## src/rtl/cic_interpolator.sv

```systemverilog
// CIC interpolator (N comb, zero-stuff by R, N integrators); out_valid from T+N+2, one sample per clock.
// Backpressure: in_ready only while idle or at the due phase; CIC_INTERP_UNDERRUN_EN adds an underrun pulse.
module cic_interpolator #(
  parameter int WIDTH  = 8,
  parameter int STAGES = 1,
  parameter int RATE   = 4
) (
  input  logic             clk,
  input  logic             rst,
  input  logic [WIDTH-1:0] in,
  input  logic             in_valid,
  output logic             in_ready,
  output logic [WIDTH-1:0] out,
  output logic             out_valid
`ifdef CIC_INTERP_UNDERRUN_EN
  ,
  output logic             underrun
`endif
);

  localparam int LR = $clog2(RATE);
  localparam int IW = WIDTH + STAGES * LR;
  localparam int S  = (STAGES - 1) * LR;
  localparam logic [LR-1:0] PH_LAST = LR'(RATE - 1);

  logic          running;
  logic [LR-1:0] phase;
  logic          due;
  logic          urun_evt;
  logic          take;
  logic          fresh;
  logic [IW-1:0] x_in;
  logic [IW-1:0] cval [STAGES+1];
  logic [IW-1:0] cprev [STAGES];
  logic [IW-1:0] comb_reg;
  logic [IW-1:0] integ_in;
  logic [IW-1:0] acc [STAGES];
  logic [STAGES:0] vld_sr;

  assign due      = running && (phase == PH_LAST);
  assign in_ready = !running || due;
  assign urun_evt = due && !in_valid;
  // A missed due slot is treated as an accepted zero so the output cadence never stalls.
  assign take     = (in_ready && in_valid) || urun_evt;
  assign x_in     = in_valid ? {{(IW-WIDTH){in[WIDTH-1]}}, in} : '0;

  always_ff @(posedge clk) begin
    if (rst) begin
      running <= 1'b0;
      phase   <= '0;
      fresh   <= 1'b0;
    end else begin
      fresh <= take;
      if (running) begin
        phase <= phase + 1'b1;
      end else if (take) begin
        running <= 1'b1;
      end
    end
  end

  assign cval[0] = x_in;

  genvar g;
  generate
    for (g = 0; g < STAGES; g++) begin : g_comb
      assign cval[g+1] = cval[g] - cprev[g];

      always_ff @(posedge clk) begin
        if (rst) begin
          cprev[g] <= '0;
        end else if (take) begin
          cprev[g] <= cval[g];
        end
      end
    end
  endgenerate

  always_ff @(posedge clk) begin
    if (rst) begin
      comb_reg <= '0;
    end else if (take) begin
      comb_reg <= cval[STAGES];
    end
  end

  // Zero stuffing: the comb result enters the integrators only on the cycle right after an accept.
  assign integ_in = fresh ? comb_reg : '0;

  generate
    for (g = 0; g < STAGES; g++) begin : g_integ
      if (g == 0) begin : g_first
        always_ff @(posedge clk) begin
          if (rst) begin
            acc[g] <= '0;
          end else if (running) begin
            acc[g] <= acc[g] + integ_in;
          end
        end
      end else begin : g_next
        always_ff @(posedge clk) begin
          if (rst) begin
            acc[g] <= '0;
          end else if (running) begin
            acc[g] <= acc[g] + acc[g-1];
          end
        end
      end
    end
  endgenerate

  always_ff @(posedge clk) begin
    if (rst) begin
      out    <= '0;
      vld_sr <= '0;
    end else begin
      out    <= acc[STAGES-1][WIDTH-1+S:S];
      vld_sr <= {vld_sr[STAGES-1:0], running};
    end
  end

  assign out_valid = vld_sr[STAGES];

`ifdef CIC_INTERP_UNDERRUN_EN
  always_ff @(posedge clk) begin
    if (rst) begin
      underrun <= 1'b0;
    end else begin
      underrun <= urun_evt;
    end
  end
`endif

endmodule
```

## config.mk

```make
export PLATFORM = sky130hd
export DESIGN_NAME = cic_interpolator
export DESIGN_NICKNAME = d
export VERILOG_FILES = /design/src/rtl/cic_interpolator.sv
export SDC_FILE = /design/constraint.sdc
export NUM_CORES = 1
export LEC_CHECK = 0
export ABC_AREA = 1
export CORE_MARGIN = 1.5
export CORE_UTILIZATION = 55
export DETAILED_ROUTE_END_ITERATION = 6
export PLACE_DENSITY_LB_ADDON = 0.3
export RECOVER_POWER = 100
export SLEW_MARGIN = 15
export SYNTH_ARGS = -nofsm -noshare
export SYNTH_HDL_FRONTEND = slang
export SYNTH_SLANG_ARGS = --single-unit
```

## constraint.sdc

```tcl
create_clock -name clk -period 2.5 [get_ports clk]
set_input_delay 0.5 -clock clk [delete_from_list [all_inputs] [get_ports clk]]
set_output_delay 0.5 -clock clk [all_outputs]
set_load 0.01 [all_outputs]
```

Word level (Yosys, flattened, before mapping)
Memories as Yosys holds them, arrays and structs flattened.
Cells that the tools add are included.
- register bits: 24
- RAM bits: 20
- bits of input ports: 11
- output and inout port bits: 10
- logic and storage cells: 36
- memories kept: 2
- memory list (memory ; depth ; bits a word ; rd ports ; clocked after memory_dff ; wr ports ; line ; text):
    acc ; 1 ; 10 ; 1 ; 0 ; 1 ; 37 ; logic [IW-1:0] acc [STAGES];
    cprev ; 1 ; 10 ; 1 ; 0 ; 1 ; 34 ; logic [IW-1:0] cprev [STAGES];
- add/subtract/negate cells: 3
- equal/unequal tests: 1
- mux-type cells: 15
- reduce and logical (&&, ||, !) cells: 9
- operator list (cell ; number):
    10-bit two-way mux ; 4
    10-bit OR reduction ; 2
    1-bit two-way mux ; 11
    10-bit adder ; 1
    10-bit subtractor ; 1
    1-bit logical AND ; 3
    2-bit by 1-bit adder with 2-bit output (second input constant) ; 1
    2-bit equality test (second input constant) ; 1
    1-bit logical NOT ; 2
    1-bit logical OR ; 2

Logic depth before layout (Yosys ltp)
- depth in word-level cells: 10
- mapped depth: 12

Least setup slack after synthesis
Ideal clock, no wire load.
- path kind: register -> register
- start: reg fresh
- end: mem acc[0][6] in the netlist's numbering, data pin
- library setup time: 255 ps
- data arrival time: 1701 ps
- data required time: 2245 ps
- setup slack: 544 ps
- stages on the path, launching flop included: 11
- path buffers: 1
- period minus slack after synthesis: 1956 ps
- cells stage by stage: dfxtp_1 clkbuf_1 nand2_1 inv_1 ha_1 inv_1 fa_1 o21ai_0 nand2_1 a21oi_1 nor2_1
- word-level cells in the longest chain between the ends: 3
- ends and longest elaborated chain (element ; line ; text):
    start, declared ; 31 ; logic fresh;
    start signal, assigned ; 53 ; fresh <= take;
    10-bit two-way mux ; 88 ; assign integ_in = fresh ? comb_reg : '0;
    10-bit adder ; 97 ; acc[g] <= acc[g] + integ_in;
    10-bit two-way mux (no source line) ; n/a ;
    end, declared ; 37 ;
No other way between the ends.

Worst setup path in the final report
- start: in in_valid
- end: mem cprev[0][0] in the netlist's numbering, data pin
- word-level cells in the longest chain between the ends: 8
- ends and longest elaborated chain (element ; line ; text):
    start, declared ; 11 ; input logic in_valid,
    1-bit logical NOT ; 42 ; assign urun_evt = due && !in_valid;
    1-bit logical AND ; 42 ;
    1-bit logical OR ; 44 ; assign take = (in_ready && in_valid) || urun_evt;
    1-bit two-way mux ; 72 ; end else if (take) begin
    1-bit two-way mux ; 70 ; if (rst) begin
    1-bit two-way mux (implied by the code) ; 73 ; cprev[g] <= cval[g];
    10-bit OR reduction (no source line) ; n/a ;
    10-bit two-way mux (no source line) * ; n/a ;
    end, declared ; 34 ;
Every way passes the cells marked *; elsewhere a longest branch is shown, timed or not.

==> implementation parameters <==
Parameter                              Value

Status
  Outcome    finished clean

Timing
  Final critical-path share of the clock period    about nine tenths
  Pin slew with the least headroom to its limit    0.5455 ns
  Unrepaired setup endpoints after global routing    false
  Slew headroom    a little under two thirds
  Setup TNS    0 ns
  Number of setup violations in the final report    0
  Clock period minus final worst setup slack    approximately 2.2 ns
  Number of failing hold endpoints at the final stage    0
  Worst hold margin    roughly 0.43 ns
  Worst clock skew    0.007711 ns
  Final-report max-slew violation count    0
  Max Freq    around 450 MHz
  Slack of the critical path    ~0.27 ns

Power and ir drop
  Cell area power density    between 500 and 600 mW/mm^2
  Static power due to leakage    roughly 1.2 nW
  Peak supply drop    around 0.00046 V

Synth
  Number of unique standard cell types used by synthesis    25
  Area of the mapped netlist    around 0.0020 mm^2
  Synthesis-stage register bit count    38
  Synthesis Warnings    0
  Post-synthesis cell count    between 200 and 300
  Yosys top cell by area    sky130_fd_sc_hd__edfxtp_1
  Synth top area share    23.60%
  Cells taking the most area after synthesis    sky130_fd_sc_hd__edfxtp_1 24%, sky130_fd_sc_hd__dfxtp_1 22%, sky130_fd_sc_hd__nand2_1 12%
  Average size of a mapped cell    around 8 um^2
  Fraction of the yosys area taken by sequential cells    a little under half
  Syn_nets    roughly 280

Drt
  Number of design rule violations left after detail routing    0
  Antenna Nets Post-Route    0
  Vias per Instance    4.738
  Drt wl/cell    approximately 10 um
  Routed via count    1540
  Routed Wire Length    approximately 3300 um
  Drt pass-1 iters    5
  Initial drt markers    73

Die
  Horizontal die dimension    between 60 and 70 um
  Die Ht    roughly 64 um
  Initial core utilization    59.14%
  Total core area    approximately 0.0034 mm^2
  Die footprint    between 0.004 and 0.005 mm^2
  Number of core rows    21
  Top-Level Pins    21

Finish
  P&R area growth vs syn    15.49%
  Post-route cell area    around 0.0024 mm^2
  Layout fillers    approximately 300
  Antenna fix cells    0
  Layout net count    about 300
  Proportion of layout cells with a drive suffix above 1    about 5.4%

Worst setup path
  Largest stage delay, worst path    between 0.7 and 0.8 ns
  Kind of cell adding the most delay to the critical path    buffers and inverters
  Sequence of cells on the critical path    dlygate4sd3_1, o21ai_0, nor2_1, inv_1, nor2_1
  Slowest library cell on the worst path    sky130_fd_sc_hd__dlygate4sd3_1
  Setup Crit Path Kind    in -> reg
  Startpoint class of the critical path    input port
  WP data arrival    approximately 2.4 ns
  Required @ worst endpoint    2.65 ns
  Largest driver fanout on the critical path    10
  Crit end category    flip-flop
  Most frequent CP cell    sky130_fd_sc_hd__nor2_1
  Sum of buffers and inverters on the critical path    2

GRT
  Wire length of the first global-routing pass    approximately 5700 um
  Pin count of the biggest net entering global routing    13
  Total track usage    18.37%
  Number of antenna violations at the first check in global routing    0
  Vias in the first global route    approximately 1400
  Global route total overflow    0

Place
  Post-placement worst setup slack    about 0.033 ns
  Placer congestion estimate    between 0.8 and 0.9
  Instance area at placement    0.002281 mm^2
  Placed wire-length estimate    between 2000 and 3000 um
  Number of port buffers    20

CTS
  Level count of the clock H-tree    2
  CTS tree    built
  Clock latency on the worst-skew pair    0.29 ns
  Number of clock sinks    38
  CTS clk-pin slew, worst paths    ~0.080 ns
  Post-CTS Setup Bufs    0
  Root buffer selected by CTS    sky130_fd_sc_hd__clkbuf_8
  CTS buffer count    5
  Max clock buf depth    2
  Number of hold-repair buffers added at the cts stage    0
  Cells resized by post-CTS repair    0

Min path
  Worst hold path type    reg -> reg

Flow run
  Count of max-cap constraint violations    0
==> area by class of cell <==
| type | instances | area, um^2 | share of cell area, % |
|---|---|---|---|
| clock buffer | 6 | 82.58 | 3.513 |
| clock inverter | 2 | 12.51 | 0.5322 |
| inverter | 51 | 191.4 | 8.143 |
| multi-input combinational | 161 | 882.1 | 37.52 |
| sequential | 38 | 920.9 | 39.17 |
| tap | 46 | 57.56 | 2.448 |
| timing repair buffer | 21 | 203.9 | 8.675 |
==> routing by layer <==
layer  track usage, %  up-vias  share of wire [%]
met1            23.09      688                 51
met5                0        -                  0
li1                 -      824                  -
met4            8.967        0                1.9
met2            29.30       24                 44
met3            4.754        4                3.6
==> power by group <==
part / switching (mW) / internal (mW) / total [mW] / leakage [nW]
combinational: 0.142 / 0.104 / 0.246 / 0.800
clock: 0.218 / 0.222 / 0.439 / 0.0472
sequential: 0.0236 / 0.698 / 0.722 / 0.356
==> through the flow <==
step / cells / total power [mW] / util [%]
global route: 325 / 1.476 / 68.30
global placement: 317 / 0.9867 / 66.27
CTS: 325 / 1.428 / 69.03
floorplan: 254 / 0.9219 / -
detailed placement: 317 / 0.9944 / 66.27
finish: 325 / 1.407 / 68.30
==> logic make-up (layout without fill, tap and decap cells) <==
logic type	after synthesis	in the layout	synth area share, %
AOI/OAI and AO/OA	20	20	5.839
xor gates and xnor gates	5	5	2.152
adders and majority gates	17	17	11.19
buffers and inverters	55	80	10.39
DFF	38	38	45.24
and+or+nand+nor	119	119	25.20
==> synthesized netlist by cell type (all sizes together) <==
| master | number |
|---|---|
| nand2 | 66 |
| nand3b | 3 |
| o21ai | 8 |
| clkbuf | 1 |
| edfxtp | 16 |
| ha | 15 |
| xnor2 | 3 |
| a21oi | 12 |
| buf | 3 |
| xor2 | 2 |
| and2 | 1 |
| nand3 | 13 |
| or2 | 3 |
| inv | 51 |
| fa | 2 |
| dfxtp | 22 |
| nor2 | 33 |
==> worst register-to-register path: stages (launching register included) <==
cell	delay [ns]
sky130_fd_sc_hd__dfxtp_1	0.47
sky130_fd_sc_hd__nand2_1	0.09
sky130_fd_sc_hd__inv_1	0.06
sky130_fd_sc_hd__ha_1	0.15
sky130_fd_sc_hd__inv_1	0.05
sky130_fd_sc_hd__fa_1	0.40
sky130_fd_sc_hd__o21ai_0	0.32
sky130_fd_sc_hd__nand2_1	0.12
sky130_fd_sc_hd__a21oi_1	0.14
sky130_fd_sc_hd__nor2_1	0.06
==> cells in the final DEF, fill, tap and decap left out, types with 3 or more instances in the layout <==
cell type | Yosys | layout
sky130_fd_sc_hd__ha_1 | 15 | 15
sky130_fd_sc_hd__clkbuf_8 | 0 | 6
sky130_fd_sc_hd__nand2_1 | 66 | 66
sky130_fd_sc_hd__nand3_1 | 13 | 13
sky130_fd_sc_hd__nand3b_1 | 3 | 3
sky130_fd_sc_hd__xnor2_1 | 3 | 3
sky130_fd_sc_hd__inv_1 | 48 | 49
sky130_fd_sc_hd__dlygate4sd3_1 | 0 | 12
sky130_fd_sc_hd__nor2_1 | 30 | 32
sky130_fd_sc_hd__clkdlybuf4s50_1 | 0 | 8
sky130_fd_sc_hd__edfxtp_1 | 16 | 16
sky130_fd_sc_hd__dfxtp_1 | 22 | 22
sky130_fd_sc_hd__a21oi_1 | 12 | 12
sky130_fd_sc_hd__o21ai_0 | 3 | 6
==> worst paths after layout <==
| check | startpoint | end | slack (ns) | cells past startpoint |
|---|---|---|---|---|
| worst max-delay path | in_valid | cprev[0][0] | 0.27 | 5 |
| worst min-delay path | vld_sr[0] | vld_sr[1] | 0.43 | 2 |
| worst min register to register | vld_sr[0] | vld_sr[1] | 0.43 | 2 |
| worst max register to register | fresh | acc[0][6] | 0.40 | 9 |
(Power assumes the default switching activity.)
==> RTL edit, RTL diff (same flow settings) <==
Change the parameter `WIDTH` from 8 to 12.
--- a/src/rtl/cic_interpolator.sv
+++ b/src/rtl/cic_interpolator.sv
@@ -2,5 +2,5 @@
 // Backpressure: in_ready only while idle or at the due phase; CIC_INTERP_UNDERRUN_EN adds an underrun pulse.
 module cic_interpolator #(
-  parameter int WIDTH  = 8,
+  parameter int WIDTH  = 12,
   parameter int STAGES = 1,
   parameter int RATE   = 4
Interface: changed (resized in and out); port bits go from 21 to 29. The function was not compared with the original's and may differ.
==> RTL edit against the original RTL <==
- synthesized area rose by 56%
- worst setup slack improved by 0.041 ns
- synthesized cell count is 74% higher
- wire length rose by 69%
- cell area increased by 56%
- total power is 51% higher
- fmax is 1.9% higher
- register-to-register slack improved by 0.09 ns
- sequential cell count is 16 higher
==> RTL edit: results (changes against the original RTL) <==
[synth]
ys_seq_area_share_pct = 41.56  ; -3.7 points
synthTopCellsByArea = edfxtp_1 (23%), dfxtp_1 (19%), nand2_1 (15%), inv_1 (10%), ha_1 (9.1%)
synth_compound_area_share_pct = 7.517  ; +1.7 points
synthTopCellsByCount = nand2_1 (129), inv_1 (87), nor2_1 (63), dfxtp_1 (30), edfxtp_1 (24)
synth-edff-count = 24  ; +8

[place]
port_buffers = 28  ; +40%
dp.cells = 541  ; +71%
place_area_um2 = 3557  ; +56%

[drt]
drt-initial-drc-count = 109  ; +49%
dr.pass1.iters = 4  ; -1
vias = 2647  ; +72%
viasPerCell = 4.821  ; +1.8%

[finish]
area_growth_pct = 15.27
drive_above_1_share_pct = 3.145  ; -2.2 points
fillers = 515  ; +68%

[power]
p_clk_share_pct = 32.1  ; +0.9 points
vdd_drop_max_mv = 0.2774  ; -40%
total_power_mw = 2.127  ; +51%

[worst_setup_path]
critPathMaxStageDelay_ns = 0.60  ; -0.15 ns
r2r_setup_slack_ns = 0.49  ; +0.09 ns
cp.arrival_ns = 1.69  ; -0.69 ns
critical_path.startpoint = phase[0]$_SDFFE_PP0P_
endpoint = in_ready

[clocking]
cts.sinks = 54  ; +42%

[die]
num_rows = 27  ; +29%

[outcome]
status = finished clean

[global_route]
grt_max_degree = 18  ; +5
grt_pass1_wl_um = 10380  ; +82%
grt_pass1_vias = 2509  ; +77%

[timing]
holdWs_ns = 0.4093  ; -0.01575 ns

==> RTL edit: cell count changes after synthesis, moves of 3 or more <==
cell | unedited run | this run
a21oi_1 | 12 | 20
dfxtp_1 | 22 | 30
edfxtp_1 | 16 | 24
ha_1 | 15 | 23
inv_1 | 48 | 87
nand2_1 | 66 | 129
nand3_1 | 13 | 23
nand3b_1 | 3 | 0
nand4_1 | 0 | 5
nor2_1 | 30 | 63
o21ai_0 | 3 | 11
==> RTL edit: kinds of logic (layout without fill, tap and decap cells) <==
group	count (synthesis)	count (layout)
AOI/OAI and AO/OA	41	41
xor gates and xnor gates	3	3
adders and majority gates	25	25
buffers and inverters	96	131
DFF	54	54
and+or+nand+nor	223	223
==> RTL edit: tightest hold or removal path, cell delays in order (launching register included) <==
cell and delay (ns):
dfxtp_1 0.31, inv_1 0.04, nor2_1 0.03
==> RTL edit: layer usage <==
metal  routed length [µm]  GRT usage, %
met1                 2416         22.82
met2                 2921         39.40
met3                  188         4.483
met4                  105         7.719
met5                    0             0
